**src/rtl/countdown_timer.sv**
```systemverilog
// Loadable down-counter with pause and optional auto-reload.
// tc is a one-cycle registered pulse in the cycle q first reads 0.
module countdown_timer #(
  parameter int WIDTH = 4
) (
  input  logic             clk,
  input  logic             rst,
  input  logic             load,
  input  logic [WIDTH-1:0] din,
  input  logic             start,
  input  logic             pause,
  input  logic             auto_reload,
  output logic [WIDTH-1:0] q,
  output logic             busy,
  output logic             tc
);

  typedef enum logic {IDLE = 1'b0, RUN = 1'b1} state_t;

  state_t           state, state_n;
  logic [WIDTH-1:0] rl, rl_n, q_n;
  logic             tc_n;

  always_ff @(posedge clk or negedge rst) begin
    if (!rst) begin
      state <= IDLE;
      q     <= '0;
      rl    <= '0;
      tc    <= 1'b0;
    end else begin
      state <= state_n;
      q     <= q_n;
      rl    <= rl_n;
      tc    <= tc_n;
    end
  end

  always_comb begin
    state_n = state;
    q_n     = q;
    rl_n    = rl;
    tc_n    = 1'b0;
    if (load) begin
      rl_n    = din;
      q_n     = din;
      state_n = IDLE;
    end else begin
      unique case (state)
        IDLE: begin
          if (start && (q != '0)) state_n = RUN;
        end
        RUN: begin
          // q==0 in RUN is the expiry cycle: reload or drop back to IDLE
          if (pause) begin
            state_n = RUN;
          end else if (q > WIDTH'(1)) begin
            q_n = q - WIDTH'(1);
          end else if (q == WIDTH'(1)) begin
            q_n  = '0;
            tc_n = 1'b1;
          end else if (auto_reload && (rl != '0)) begin
            q_n = rl;
          end else begin
            state_n = IDLE;
          end
        end
        default: state_n = IDLE;
      endcase
    end
  end

  assign busy = (state == RUN);

endmodule

```
**config.mk**
```make
export PLATFORM = sky130hd
export DESIGN_NAME = countdown_timer
export DESIGN_NICKNAME = d
export VERILOG_FILES = /design/src/rtl/countdown_timer.sv
export SDC_FILE = /design/constraint.sdc
export NUM_CORES = 1
export LEC_CHECK = 0
export ABC_AREA = 1
export ABC_CLOCK_PERIOD_IN_PS = 1800
export CAP_MARGIN = 20
export CORE_AREA = 5 5 44 46
export DETAILED_ROUTE_END_ITERATION = 10
export DIE_AREA = 0 0 49 51
export PLACE_DENSITY = 0.72
export SLEW_MARGIN = 15
export SYNTH_ARGS = -nofsm -noshare
export SYNTH_HDL_FRONTEND = slang
export SYNTH_SLANG_ARGS = --single-unit
```
**constraint.sdc**
```tcl
create_clock -name clk -period 1.8 [get_ports clk]
set_clock_uncertainty 0.1 [all_clocks]
set_input_delay 0.54 -clock clk [delete_from_list [all_inputs] [get_ports clk]]
set_output_delay 0.54 -clock clk [all_outputs]
set_load 0.01 [all_outputs]
```
* Yosys cells after proc, flatten, opt, wreduce, memory -nomap -nowiden *
Index checks and enable logic that the tools add are counted.
W data, S select, Z words.

word-level totals
  bits in registers = 10
  input bits = 10
  output and inout bits = 6
  logic and storage cells = 34

operators by class
  add/subtract/negate cells = 1
  $lt $le $gt $ge = 1
  equal/unequal tests = 2
  muxes and demuxes = 18
  bitwise operators = 1
  reduce and logical (&&, ||, !) cells = 7

operator list
  operator               number
  $mux W4                6
  $reduce_bool A4 Y1     3
  $mux W1                11
  $eq A4 B1 Y1 const B   1
  $gt A4 B1 Y1 const B   1
  $sub A4 B1 Y4 const B  1
  $reduce_and A3 Y1      1
  $logic_and A1 B1 Y1    2
  $ne A2 B2 Y1 const B   1
  $pmux W1 S2            1
  $reduce_bool A2 Y1     1
  $not A1 Y1             1

* Depth between registers and ports, before layout *
  depth in word-level cells = 8
  gate-level depth with buffers = 10
  depth with buffers taken out = 10

* Worst setup path after synthesis *
No wires, ideal clock.

  path kind = flip-flop to flip-flop
  start = register q[0]
  end = register q[2]
  library setup time = 0.117 ns
  arrival time = 1.200 ns
  data required time = 1.583 ns
  path slack = 0.383 ns
  stages on the path, launching flop included = 10
  buffers on the path = 0
  clock period less this slack = 1.417 ns
  cells stage by stage = dfrtp_1 -> inv_1 -> ha_1 -> nand3_2 -> inv_2 -> nand2_4 -> nand2_4 -> nand2_4 -> nand2_1 -> nand2_1

on the way
  cells in the longest elaborated chain, start to end = 6
  elaborated cells between the ends (all ways) = 10
  classes of those cells = add/sub: 1; order compare: 1; eq/ne: 1; mux: 5; reduce/logical: 2

RTL lines
  what                                                                   RTL line  RTL
  from (decl)                                                            13        output logic [WIDTH-1:0] q,
  from (signal assigned)                                                 32        q <= q_n;
  parallel branches: the longest is 6 deep, another holds $sub A4 B1 Y4  --

Parallel ways; which one is timed is not known. The select of a mux whose other input is x is not followed.
A chain may end at the register's enable or synchronous reset.

* Worst setup path in the final report *
  start = register tc
  end = output tc

RTL lines
  what                    RTL line  RTL
  from (decl)             15        output logic tc
  from (signal assigned)  34        tc <= tc_n;

No word-level cell between the ends.

==> results.py <==
metrics = {
    "synthesis": {
        "syn_nets": 101,
        "synth.most_common_cell": "nand2_1",
        "synth-edff-count": 0,
        "yosys-top-cells-area": "dfrtp_1 (38%), nand2_1 (21%), nand2_4 (8.6%)",
        "ys_seq_area_frac": 0.3839,
        "synthTopCellsByCount": "nand2_1 (37), dfrtp_1 (10), inv_1 (8)",
        "syn_area_um2": 651.9,
        "synth.largest_area_cell": "dfrtp_1",
        "synth.top_cell.area_share": 0.3839,
        "synth.distinct_cells": 17,
        "avgSynthCellArea_um2": 7.324,
        "yosys_register_bits": 10,
        "yosysWarnings": 0,
        "netlist_instances": 89,
        "async_flop_share": 1.000,
        "ys.flop_type": "dfrtp_1",
    },
    "layout": {
        "area_growth_pct": 34.17,
        "final_core_util": 0.5944,
        "final-instance-count-excl-fill": 127,
        "nets": 124,
        "drive_gt1_frac": 0.1982,
        "antenna_cells": 0,
        "design_area_um2": 874.6,
    },
    "worst_setup_path": {
        "critPathCaptureType": "primary output",
        "crit_required_ps": 1160,
        "worstPathMaxFanout": 1,
        "critical_path.top_delay_family": "buffers and inverters",
        "worstPathCellList": "clkdlybuf4s50_1",
        "cp_num_buf_inv": 1,
        "start_kind": "flip-flop",
        "crit_type": "reg -> out",
        "cp.arrival_ps": 1120,
        "critPathMaxStageDelay_ps": 520,
        "cpMaxStageDelayCell": "clkdlybuf4s50_1",
    },
    "timing": {
        "slew_viol_final": 0,
        "layout_min_cycle_time_ps": 1762,
        "tightest_slew_ps": 479.3,
        "finalCritPeriodShare": 0.9791,
        "final.setup.worst_slack_ps": 37.60,
        "setup_viol": 0,
        "max_freq_ghz": 0.5674,
        "tns_ps": 0,
        "holdWs_ps": 413.7,
        "hold_violations": 0,
        "rsz0062_at_grt": "no",
        "slew_headroom": 0.6795,
    },
    "pwr": {
        "powerDensity_mw_per_mm2": 1247,
        "netSwitchingFraction": 0.4124,
        "internal_power_mw": 0.6407,
        "p_total_mw": 1.090,
        "vdd_drop_max_uv": 499.4,
        "p_sw_mw": 0.4497,
        "p_leak_nw": 0.4997,
        "power_frac_seq": 0.290,
        "power_frac_comb": 0.520,
        "clockPowerShare": 0.190,
    },
    "clock_network": {
        "cts.sinks": 10,
        "cts_buffers": 3,
        "cts-root-buf": "clkbuf_4",
        "clk_path_buf_depth": 2,
        "clk_pin_slew_ps": 70,
        "cts_tree": "built",
        "htreeDepth": 1,
        "insertion_delay_ps": 280,
    },
    "run_status": {
        "status": "complete, no violations",
    },
    "place": {
        "dp_slack_ps": 66.56,
        "io_buffers": 15,
        "gp_congestion": 0.7721,
        "dp_cells": 123,
        "dp_hpwl_um": 1054,
        "dpl-instance-area_um2": 840.8,
    },
    "route": {
        "drc": 0,
        "vias": 587,
        "drt_iter0_markers": 11,
        "ant_nets": 0,
        "drt_pass1_iterations": 4,
        "drt-wirelength-per-cell_um": 10.13,
        "viasPerCell": 4.622,
        "routed_wl_um": 1286,
    },
    "floorplan": {
        "initial_utilization": 0.4430,
        "rows": 14,
        "die-area_mm2": 0.002499,
        "die_y_um": 51,
        "core_area_mm2": 0.001471,
        "die_w_um": 49,
        "io_pins": 16,
    },
    "global_routing": {
        "grt_pass1_wl_um": 2214,
        "overflow": 0,
        "grt_use_total": 0.1151,
        "grt_max_degree": 11,
        "antenna_found_initial": 0,
        "grt_pass1_vias": 533,
    },
    "hold_path": {
        "hold_path.class": "reg -> reg",
    },
    "flow_run": {
        "drv_cap": 0,
    },
}
[kinds of logic (layout without fill, tap and decap cells)]
logic type,count (synthesis),count (layout),share of synthesized area
AND/OR/NAND/NOR,63,63,0.4798
flip-flops,10,10,0.3839
AO/OA/AOI/OAI,3,3,0.02301
adder cells (fa/ha/maj),2,2,0.03838
buffers and inverters,11,33,0.07486
[worst paths after layout]
check / endpoint / start / slack (ps) / cells after the start
min: rl[0] / rl[0] / 410 / 2
min in group asynchronous: q[2] / rst / 490 / 1
min reg2reg: rl[0] / rl[0] / 410 / 2
max in group asynchronous: q[1] / rst / 780 / 1
max: tc / tc / 40 / 1
max reg2reg: q[2] / q[0] / 270 / 9
[metal layers]
layer / track usage / share of wire
met5: 0 / 0
met1: 0.1452 / 0.46
met4: 0.08072 / 0.030
met3: 0.03198 / 0.082
met2: 0.1696 / 0.43
[cells in the final DEF, fill, tap and decap left out]
cell type        Yosys  final
inv_2                2      2
nor2_1               7      7
nand2_4              5      5
nand2_2              3      3
buf_4                0      4
o21ai_0              1      1
nor3_1               1      1
nand3_2              2      2
dfrtp_1             10     10
a21oi_1              1      1
nand3b_1             2      2
nand2_1             37     37
o21ai_1              1      1
ha_1                 2      2
dlygate4sd2_1        0      4
nor2_2               2      2
clkbuf_8             0      1
clkbuf_4             0      3
nand3_1              4      4
clkdlybuf4s50_1      0     10
dlymetal6s2s_1       0      1
inv_1                8      8
[flip-flops by register name (all words and copies together) (netlist names)]
| name | flops |
|---|---|
| tc | 1 |
| busy | 1 |
| rl | 4 |
| q | 4 |
[final cells by class]
cell class                 count  area [um^2]
tap                           16        20.02
sequential                    10        250.2
multi-input combinational     68        352.8
clock buffer                   4        36.28
fill                         147        596.8
timing repair buffer          19        177.7
inverter                      10        37.54
[timing repair]
action / 4_1_cts / 5_1_grt
gates resized for setup: 4 / 1
setup endpoints to repair: 4 / 1
setup buffers: 0 / 0
hold buffers: 0 / 0
[power groups by stage]
| stage | combinational (mW) | sequential [mW] | clock, mW |
|---|---|---|---|
| after detailed placement | 0.598 | 0.323 | 0 |
| after global placement | 0.594 | 0.321 | 0 |
| final | 0.567 | 0.316 | 0.207 |
| after floorplan | 0.345 | 0.359 | 0 |
| after global routing | 0.654 | 0.323 | 0.224 |
| after CTS | 0.577 | 0.318 | 0.211 |
Note: power is estimated with default switching activity, not from simulation.
